===== src/rtl/uart_tx_frame_ctrl.sv =====
// UART TX frame sequencer: start, DATA_WIDTH data bits LSB-first, optional parity, stop.
// Latency: the accept edge puts START on the line; one frame bit per clk; outputs registered.
// Backpressure: none; data_valid outside IDLE is dropped and busy tells upstream to hold off.
module uart_tx_frame_ctrl #(
    parameter int DATA_WIDTH = 8
) (
    input  logic                  clk,
    input  logic                  rst,
    input  logic [DATA_WIDTH-1:0] p_data,
    input  logic                  data_valid,
    input  logic                  par_en,
    input  logic                  par_typ,
    output logic [1:0]            mux_sel,
    output logic                  ser_data,
    output logic                  par_bit,
    output logic                  busy
);

    localparam int CW = $clog2(DATA_WIDTH);
    localparam logic [CW-1:0] LAST = CW'(DATA_WIDTH - 1);

    typedef enum logic [2:0] {
        IDLE   = 3'd0,
        START  = 3'd1,
        DATA   = 3'd2,
        PARITY = 3'd3,
        STOP   = 3'd4
    } state_t;

    state_t                state, state_n;
    logic [1:0]            mux_n;
    logic                  busy_n;
    logic [DATA_WIDTH-1:0] shift_reg;
    logic [CW-1:0]         cnt;
    logic                  par_en_q;
    logic                  accept;
    logic                  shift_en;

    assign accept   = (state == IDLE) && data_valid;
    assign shift_en = (state == START) || ((state == DATA) && (cnt != LAST));

    always_ff @(posedge clk or posedge rst) begin
        if (rst) begin
            state   <= IDLE;
            mux_sel <= 2'b11;
            busy    <= 1'b0;
        end else begin
            state   <= state_n;
            mux_sel <= mux_n;
            busy    <= busy_n;
        end
    end

    // mux_sel/busy are registered copies of the next-state decode.
    always_comb begin
        state_n = state;
        mux_n   = 2'b11;
        busy_n  = 1'b1;
        case (state)
            IDLE:    if (data_valid) state_n = START;
            START:   state_n = DATA;
            DATA:    if (cnt == LAST) state_n = par_en_q ? PARITY : STOP;
            PARITY:  state_n = STOP;
            STOP:    state_n = IDLE;
            default: state_n = IDLE;
        endcase
        case (state_n)
            IDLE:    begin mux_n = 2'b11; busy_n = 1'b0; end
            START:   mux_n = 2'b00;
            DATA:    mux_n = 2'b01;
            PARITY:  mux_n = 2'b10;
            default: mux_n = 2'b11;
        endcase
    end

    // The START->DATA edge loads bit 0 and clears the counter; each DATA edge
    // advances one bit until the last one, after which ser_data just holds.
    always_ff @(posedge clk or posedge rst) begin
        if (rst) begin
            shift_reg <= '0;
            cnt       <= '0;
            par_en_q  <= 1'b0;
            par_bit   <= 1'b0;
            ser_data  <= 1'b0;
        end else if (accept) begin
            shift_reg <= p_data;
            par_en_q  <= par_en;
            par_bit   <= (^p_data) ^ par_typ;
            cnt       <= '0;
        end else if (shift_en) begin
            ser_data  <= shift_reg[0];
            shift_reg <= shift_reg >> 1;
            cnt       <= (state == START) ? '0 : cnt + CW'(1);
        end
    end

endmodule


===== config.mk =====
export PLATFORM = sky130hd
export DESIGN_NAME = uart_tx_frame_ctrl
export DESIGN_NICKNAME = d
export VERILOG_FILES = /design/src/rtl/uart_tx_frame_ctrl.sv
export SDC_FILE = /design/constraint.sdc
export NUM_CORES = 1
export LEC_CHECK = 0
export BUFFER_PORTS_ARGS = -buffer_cell sky130_fd_sc_hd__buf_2
export CAP_MARGIN = 20
export CORE_MARGIN = 5
export CORE_UTILIZATION = 35
export DETAILED_ROUTE_END_ITERATION = 8
export PLACE_DENSITY_LB_ADDON = 0.1
export RECOVER_POWER = 25
export SYNTH_ARGS = -nofsm -noshare
export SYNTH_HDL_FRONTEND = slang
export SYNTH_SLANG_ARGS = --single-unit

===== constraint.sdc =====
create_clock -name clk -period 5.5 [get_ports clk]
set_input_delay 0.55 -clock clk [delete_from_list [all_inputs] [get_ports clk]]
set_output_delay 0.55 -clock clk [all_outputs]
set_load 0.02 [all_outputs]

After elaboration in Yosys (flattened, before gate mapping)
Cells that the tools add are included.
Widths: inputs -> output; s select.
{"block": "totals", "reg_bits": 20, "elab_cells": 38}
{"block": "classes", "n_addsub": 1, "n_eq_ne": 8, "n_mux": 11, "bitwise_logic": 2, "n_reduce_logical": 8}
{"operator": "$mux 3", "count": 6}
{"operator": "$mux 8", "count": 2}
{"operator": "$eq 3x2->1 const B", "count": 4}
{"operator": "$pmux 3 s4", "count": 1}
{"operator": "$reduce_xor 8->1", "count": 1}
{"operator": "$eq 3x1->1 const B", "count": 2}
{"operator": "$logic_not 3->1", "count": 2}
{"operator": "$pmux 2 s3", "count": 1}
{"operator": "$add 3x1->3 const B", "count": 1}
{"operator": "$eq 3x3->1 const B", "count": 1}
{"operator": "$ne 3x3->1 const B", "count": 1}
{"operator": "$logic_and 1x1->1", "count": 2}
{"operator": "$reduce_and 2->1", "count": 1}
{"operator": "$reduce_bool 2->1", "count": 1}
{"operator": "$logic_or 1x1->1", "count": 1}
{"operator": "$mux 1", "count": 1}
{"operator": "$not 1->1", "count": 1}
{"operator": "$xor 1x1->1", "count": 1}

Longest topological paths before layout
Gate-level depths: netlist (run 1).
{"block": "logic_depth", "ltp_word": 5, "depth_mapped": 7, "ltp_nobuf": 6}

Worst setup path after synthesis (run 1)
No wires, ideal clock.
{"block": "synth_path", "path_type": "register -> register", "from": "reg cnt[0]", "to": "reg cnt[0]", "setup_ps": 125, "arrival_time_ps": 1731, "required_ps": 5375, "setup_slack_ps": 3644, "stages_incl_launch_ff": 7, "n_path_buf": 1, "synth_period_minus_slack_ps": 1856, "cell_sequence": "dfrtp_1 > ha_1 > ha_1 > or3b_4 > a21o_1 > buf_6 > mux2_4"}
{"block": "synth_between", "elab_chain_cells": 4}
{"element": "from (decl)", "line_no": "34", "text": "logic [CW-1:0] cnt;"}
{"element": "from (signal assigned)", "line_no": "93", "text": "cnt <= (state == START) ? '0 : cnt + CW'(1);"}
{"element": "$add 3x1->3 / $ne 3x3->1 (equally long branches)", "line_no": "93, 40"}
{"element": "$mux 3 / $logic_and 1x1->1 (equally long branches)", "line_no": "93, 40"}
{"element": "$mux 3 / $logic_or 1x1->1 (equally long branches)", "line_no": "90, 40"}
{"element": "$mux 3 / $reduce_bool 2->1 (equally long branches)"}
Several ways; a longest one is shown, not always the timed one. The select of a mux whose other input is x is not followed.
A chain may end at the register's enable or synchronous reset.

Worst setup path after layout (run 1)
{"block": "layout_path", "from": "reg cnt[0]", "to": "reg ser_data"}
{"block": "layout_between", "elab_chain_cells": 4}
{"element": "$ne 3x3->1", "line_no": "40", "text": "assign shift_en = (state == START) || ((state == DATA) && (cnt != LAST));"}
{"element": "$logic_and 1x1->1", "line_no": "40"}
{"element": "$logic_or 1x1->1", "line_no": "40"}
{"element": "$reduce_and 2->1 (no line)"}
{"element": "to (signal assigned)", "line_no": "91", "text": "ser_data <= shift_reg[0];"}
{"element": "to (decl)", "line_no": "14", "text": "output logic ser_data,"}
No other way between the ends.

==> flow_summary.toml, run 1 <==
[power_and_ir_drop]
p_int_mw = 0.367
power_leakage_nw = 0.554
switchingPower_mw = 0.232
pwr-share-seq_pct = 44.0
pwr-share-clk_pct = 11.5
combPwrFrac_pct = 44.5
power_per_cell_area_mw_per_mm2 = 541
ir_worst_vdd_mv = 0.254
power_mw = 0.599
p_sw_share_pct = 38.7

[sta]
hold_slack_ns = 0.370
fmax_mhz = 501
drv_slew = 0
fin_tns_setup_ns = 0
period_minus_slack_ns = 2.00
setup_ws_ns = 3.50
hold_viol_final = 0
finalSetupViolCount = 0
max-slew-margin-rel_pct = 48.7
worst_pin_slew_ns = 0.768
finalClockSkew_ns = 0.0109
period_share_pct = 36.3
rsz0062_at_grt = "false"

[clock_tree]
clkSlewWorstSetupHoldPaths_ns = 0.12
ctsResizeCount = 0
numClockSinks = 20
cts_hold_buf = 0
root_buffer = "clkbuf_4"
htreeDepth = 1
numCtsBuffers = 3
cts_max_path_buffers = 2
post_cts_buffers = 0
clock_latency_ns = 0.30
cts_tree = "done"

[route]
route.detailed.drc = 0
drt_iter0_drc = 22
vias = 667
routed_via_density = 4.87
drt_wl_total_um = 1890
antenna_left = 0
drt-pass1-iter-count = 4
wl_per_cell_um = 13.8

[critical_path]
cp-end-kind = "register"
required_ns = 5.68
path_class = "register to register"
crit_path_max_fanout = 9
cp_data_arrival_time_ns = 2.17
cp-start-kind = "register"
r2r_slack_ns = 3.50

[placement]
dpl.cell_count = 134
dpl.hpwl_um = 1380
routabilityCongestion = 0.720
place_area_mm2 = 0.00108
portBuffers = 17
place_ws_ns = 3.55

[floorplan]
die_area_mm2 = 0.00393
rows = 19
io_pins = 18
die_x_um = 62.7
core_area_mm2 = 0.00271
start_util_pct = 35.9
die_h_um = 62.7

[status]
outcome = "finished clean"

[final_layout]
final_core_utilization_pct = 40.8
final_area_mm2 = 0.00111
final_cell_mix = "dfrtp_1 (18), nand2_1 (17), buf_2 (17), a22oi_1 (7), xnor2_1 (5)"
largest_reg_flops = 8
final_common_cell = "dfrtp_1"
stdcell_count = 137
nets = 124
syn_to_final_growth_pct = 13.8
drive_gt1_share_pct = 26.4
antenna_cells = 0
num-fill-cells = 302

[grt]
grt_usage_pct = 10.6
grt_pass1_wl_um = 3280
grt_pass1_vias = 716
overflow = 0
grt_max_degree = 21
antenna_found_initial = 0

[logic_synthesis]
syn_area_per_cell_um2 = 11.0
synthMuxAreaShare_pct = 3.86
yosys.area_share.simple_pct = 13.4
synth_compound_area_share_pct = 15.8
synth_seq_cells = 20
netlist_instances = 88
synth_fp_nets = 104
synth_xor_area_share_pct = 7.72
synth-seq-area-share_pct = 51.7
synth_fa_ha_area_share_pct = 3.86
synth_cell_types = 31
syn_area_um2 = 972
yosys_warnings = 0
synth_top_family_by_area = "compound AO/OA/AOI/OAI gates"

[job]
maxCapViolCount = 0

[min_path]
hold_path.class = "input pin to async pin"
## critical path, stage by stage (launching register included)
cell     delay, ns
dfrtp_1       0.41
ha_1          0.22
ha_1          0.21
or3b_4        0.39
a21oi_4       0.28
mux2_1        0.36
## Yosys cell counts, drive strengths merged
| cell type | instances | share of area [%] |
|---|---|---|
| dfrtp | 18 | 46 |
| nand2 | 17 | 6.6 |
| a22oi | 7 | 5.4 |
| xnor2 | 5 | 4.5 |
| a21oi | 4 | 3.2 |
| inv | 4 | 1.5 |
| ha | 3 | 3.9 |
| mux2 | 3 | 3.9 |
| o21ai | 3 | 1.5 |
| a21o | 2 | 1.5 |
| a22o | 2 | 1.8 |
| buf | 2 | 1.7 |
| dfstp | 2 | 5.4 |
| nand2b | 2 | 1.3 |
| nor3 | 2 | 1.0 |
| a211o | 1 | 0.90 |
| a31oi | 1 | 0.64 |
| and2b | 1 | 0.77 |
| clkbuf | 1 | 0.39 |
| nor2 | 1 | 0.39 |
| nor3b | 1 | 0.77 |
| o21bai | 1 | 0.77 |
| or2 | 1 | 0.64 |
| or2b | 1 | 0.77 |
| or3b | 1 | 1.2 |
| xnor3 | 1 | 2.3 |
| xor2 | 1 | 0.90 |
## cells by family (layout without fill, tap and decap cells)
group | after synthesis | after routing
compound gates | 21 | 21
xor+xnor | 7 | 7
fa+ha+maj | 3 | 3
buf+inv | 7 | 25
flops | 20 | 20
mux | 3 | 3
simple gates | 27 | 27
## power groups by stage
stage	registers (mW)	logic (mW)	clock network, mW
after global routing	0.274	0.301	0.0767
final	0.263	0.266	0.0688
after global placement	0.266	0.266	0
after detailed placement	0.266	0.270	0
after CTS	0.263	0.271	0.0731
after floorplan	0.276	0.199	0
## routing by layer
metal  up-vias  wire length [um]  track usage (%)
met5         -                 0                0
met4         0                19             5.57
met3         2                71             2.70
met2        13               899             16.8
met1       313               898             13.1
li1        339                 -                -
## layout make-up
type	instances	area [um^2]	share of cell area (%)
multi-input cells	61	434	39.3
flip-flops and latches	20	503	45.5
repair buffers	18	92.6	8.37
inverters	4	15.0	1.36
well taps	31	38.8	3.51
clock buffers	3	22.5	2.04
## worst paths after layout
check / endpoint / startpoint / cells past startpoint
max: ser_data / cnt[0] / 5
min: par_en_q / rst / 2
max reg2reg: ser_data / cnt[0] / 5
min reg2reg: shift_reg[2] / shift_reg[3] / 2
max in group asynchronous: shift_reg[3] / rst / 2
min in group clk: par_en_q / par_en / 3
(Power assumes the default switching activity.)
==> run 2, diff against run 1 <==
Clock period 5.5 ns to 1.9 ns, I/O delays scaled along.
==> run 2 against run 1 <==
Die area did not move. Clock skew down 0.010 ns. First-iteration DRC count decreased by 27%. Hold slack lost 0.35 ns. Sequential share of layout area fell by 2.5 points. Maximum frequency up 9.5%. Largest cell class unchanged. Cell count up 3.6%. Critical path type unchanged. Via count grew 7.5%. Worst setup slack worse by 3.4 ns.
==> flow_summary.toml, run 2 (synthesis results as in run 1) <==
[critical_path]
path_class = "register to register"
cp-end-kind = "register"
cp-startpoint = "cnt[0]"
cp_data_arrival_time_ns = 2.01
crit_path_max_fanout = 5
cp-start-kind = "register"
reg2reg_from = "cnt[0]"
required_ns = 2.08
r2r_slack_ns = 0.08

[final_layout]
antenna_cells = 0
largest_reg_flops = 8
final_core_utilization_pct = 43.2
drive_gt1_share_pct = 34.2
syn_to_final_growth_pct = 20.3
stdcell_count = 142
num-fill-cells = 282
nets = 129
final_cell_mix = "dfrtp_1 (18), nand2_1 (17), buf_2 (17), xnor2_1 (5), buf_4 (5)"
final_common_cell = "dfrtp_1"

[min_path]
hold_path.class = "input pin to async pin"

[grt]
grt_usage_pct = 10.5
grt_pass1_vias = 755
overflow = 0
grt_pass1_wl_um = 3350
grt_max_degree = 21
antenna_found_initial = 0

[status]
outcome = "finished clean"

[power_and_ir_drop]
pwr-share-seq_pct = 40.8
p_int_mw = 1.15
ir_worst_vdd_mv = 0.735
power_leakage_nw = 0.578
power_mw = 1.87
combPwrFrac_pct = 48.9
p_sw_share_pct = 38.3
pwr-share-clk_pct = 10.3
switchingPower_mw = 0.715
power_per_cell_area_mw_per_mm2 = 1600

[clock_tree]
cts_tree = "done"
cts_max_path_buffers = 2
root_buffer = "clkbuf_4"
numClockSinks = 20
htreeDepth = 1
numCtsBuffers = 3
clkSlewWorstSetupHoldPaths_ns = 0.10
clock_latency_ns = 0.29

[sta]
finalSetupViolCount = 0
worst_pin_slew_ns = 0.775
max-slew-margin-rel_pct = 48.3
period_share_pct = 95.9
hold_viol_final = 0
period_minus_slack_ns = 1.82
finalClockSkew_ns = 0.000967
setup_ws_ns = 0.0775
drv_slew = 0
fmax_mhz = 549
hold_slack_ns = 0.0244

[floorplan]
rows = 19
io_pins = 18
core_area_mm2 = 0.00271
die_area_mm2 = 0.00393
start_util_pct = 35.9
die_h_um = 62.7
die_x_um = 62.7

[route]
vias = 717
antenna_left = 0
route.detailed.drc = 0
drt_wl_total_um = 1920
drt_iter0_drc = 16
wl_per_cell_um = 13.5
drt-pass1-iter-count = 4
routed_via_density = 5.05

[placement]
place_ws_ns = -0.0212
dpl.hpwl_um = 1410
routabilityCongestion = 0.700
portBuffers = 17
dpl.cell_count = 138

[job]
maxCapViolCount = 0
==> run 2: cell count changes in the layout (fill, tap and decap cells not counted) <==
cell / previous run / this run
a21o_1: 2 / 1
a22oi_1: 7 / 4
a22oi_2: 0 / 3
ha_1: 3 / 2
a21o_4: 0 / 1
a21o_2: 0 / 1
ha_2: 0 / 1
buf_4: 1 / 5
==> run 2: power groups by stage <==
| stage | Sequential [mW] | Combinational [mW] | Clock (mW) |
|---|---|---|---|
| finish | 0.762 | 0.913 | 0.192 |
| CTS | 0.750 | 0.868 | 0.209 |
| detailed placement | 0.755 | 0.846 | 0 |
| global route | 0.788 | 1.01 | 0.233 |
| floorplan | 0.798 | 0.575 | 0 |
| global placement | 0.754 | 0.829 | 0 |
==> run 2: cell type report <==
cell class                 instances  area (um^2)  share of cell area [%]
sequential                        20          503                    43.0
clock buffer                       3         22.5                    1.93
multi-input combinational         62          468                    40.0
timing repair buffer              22          123                    10.5
tap                               31         38.8                    3.32
inverter                           4         15.0                    1.28
==> run 2: worst paths after layout <==
kind,end,cells after the start
max in group asynchronous,shift_reg[3],2
min reg2reg,ser_data,1
max,cnt[0],5
min in group clk,par_en_q,3
max reg2reg,cnt[0],5
min,busy,2
==> run 2: metal layers <==
metal / global-route usage (%) / up-vias / share of wire [%]
li1: - / 353 / -
met1: 13.6 / 349 / 48
met2: 16.6 / 13 / 47
met3: 2.52 / 2 / 4.2
met4: 4.77 / 0 / 0.89
met5: 0 / - / 0
==> run 2: stage by stage <==
step / cell area [um^2] / setup TNS [ns]
6_report: 1170 / 0
5_1_grt: 1170 / -0.00259
4_1_cts: 1140 / 0
3_5_place_dp: 1110 / -0.0789
3_3_place_gp: 1110 / 0
2_1_floorplan: 972 / 0
==> run 2: worst max-delay path: stages, from the launching register on <==
cell and delay (ns):
dfrtp_1 0.40, ha_2 0.19, ha_1 0.19, or3b_4 0.43, a21o_2 0.25, mux2_4 0.26
==> run 2: what timing repair did <==
item,in CTS,in global routing
endpoints found under the setup margin,9,9
hold buffers,0,0
gates resized for setup,2,4
pin swaps,0,3
gates cloned,0,1
buffers inserted,0,0
endpoints found under the hold margin,0,0
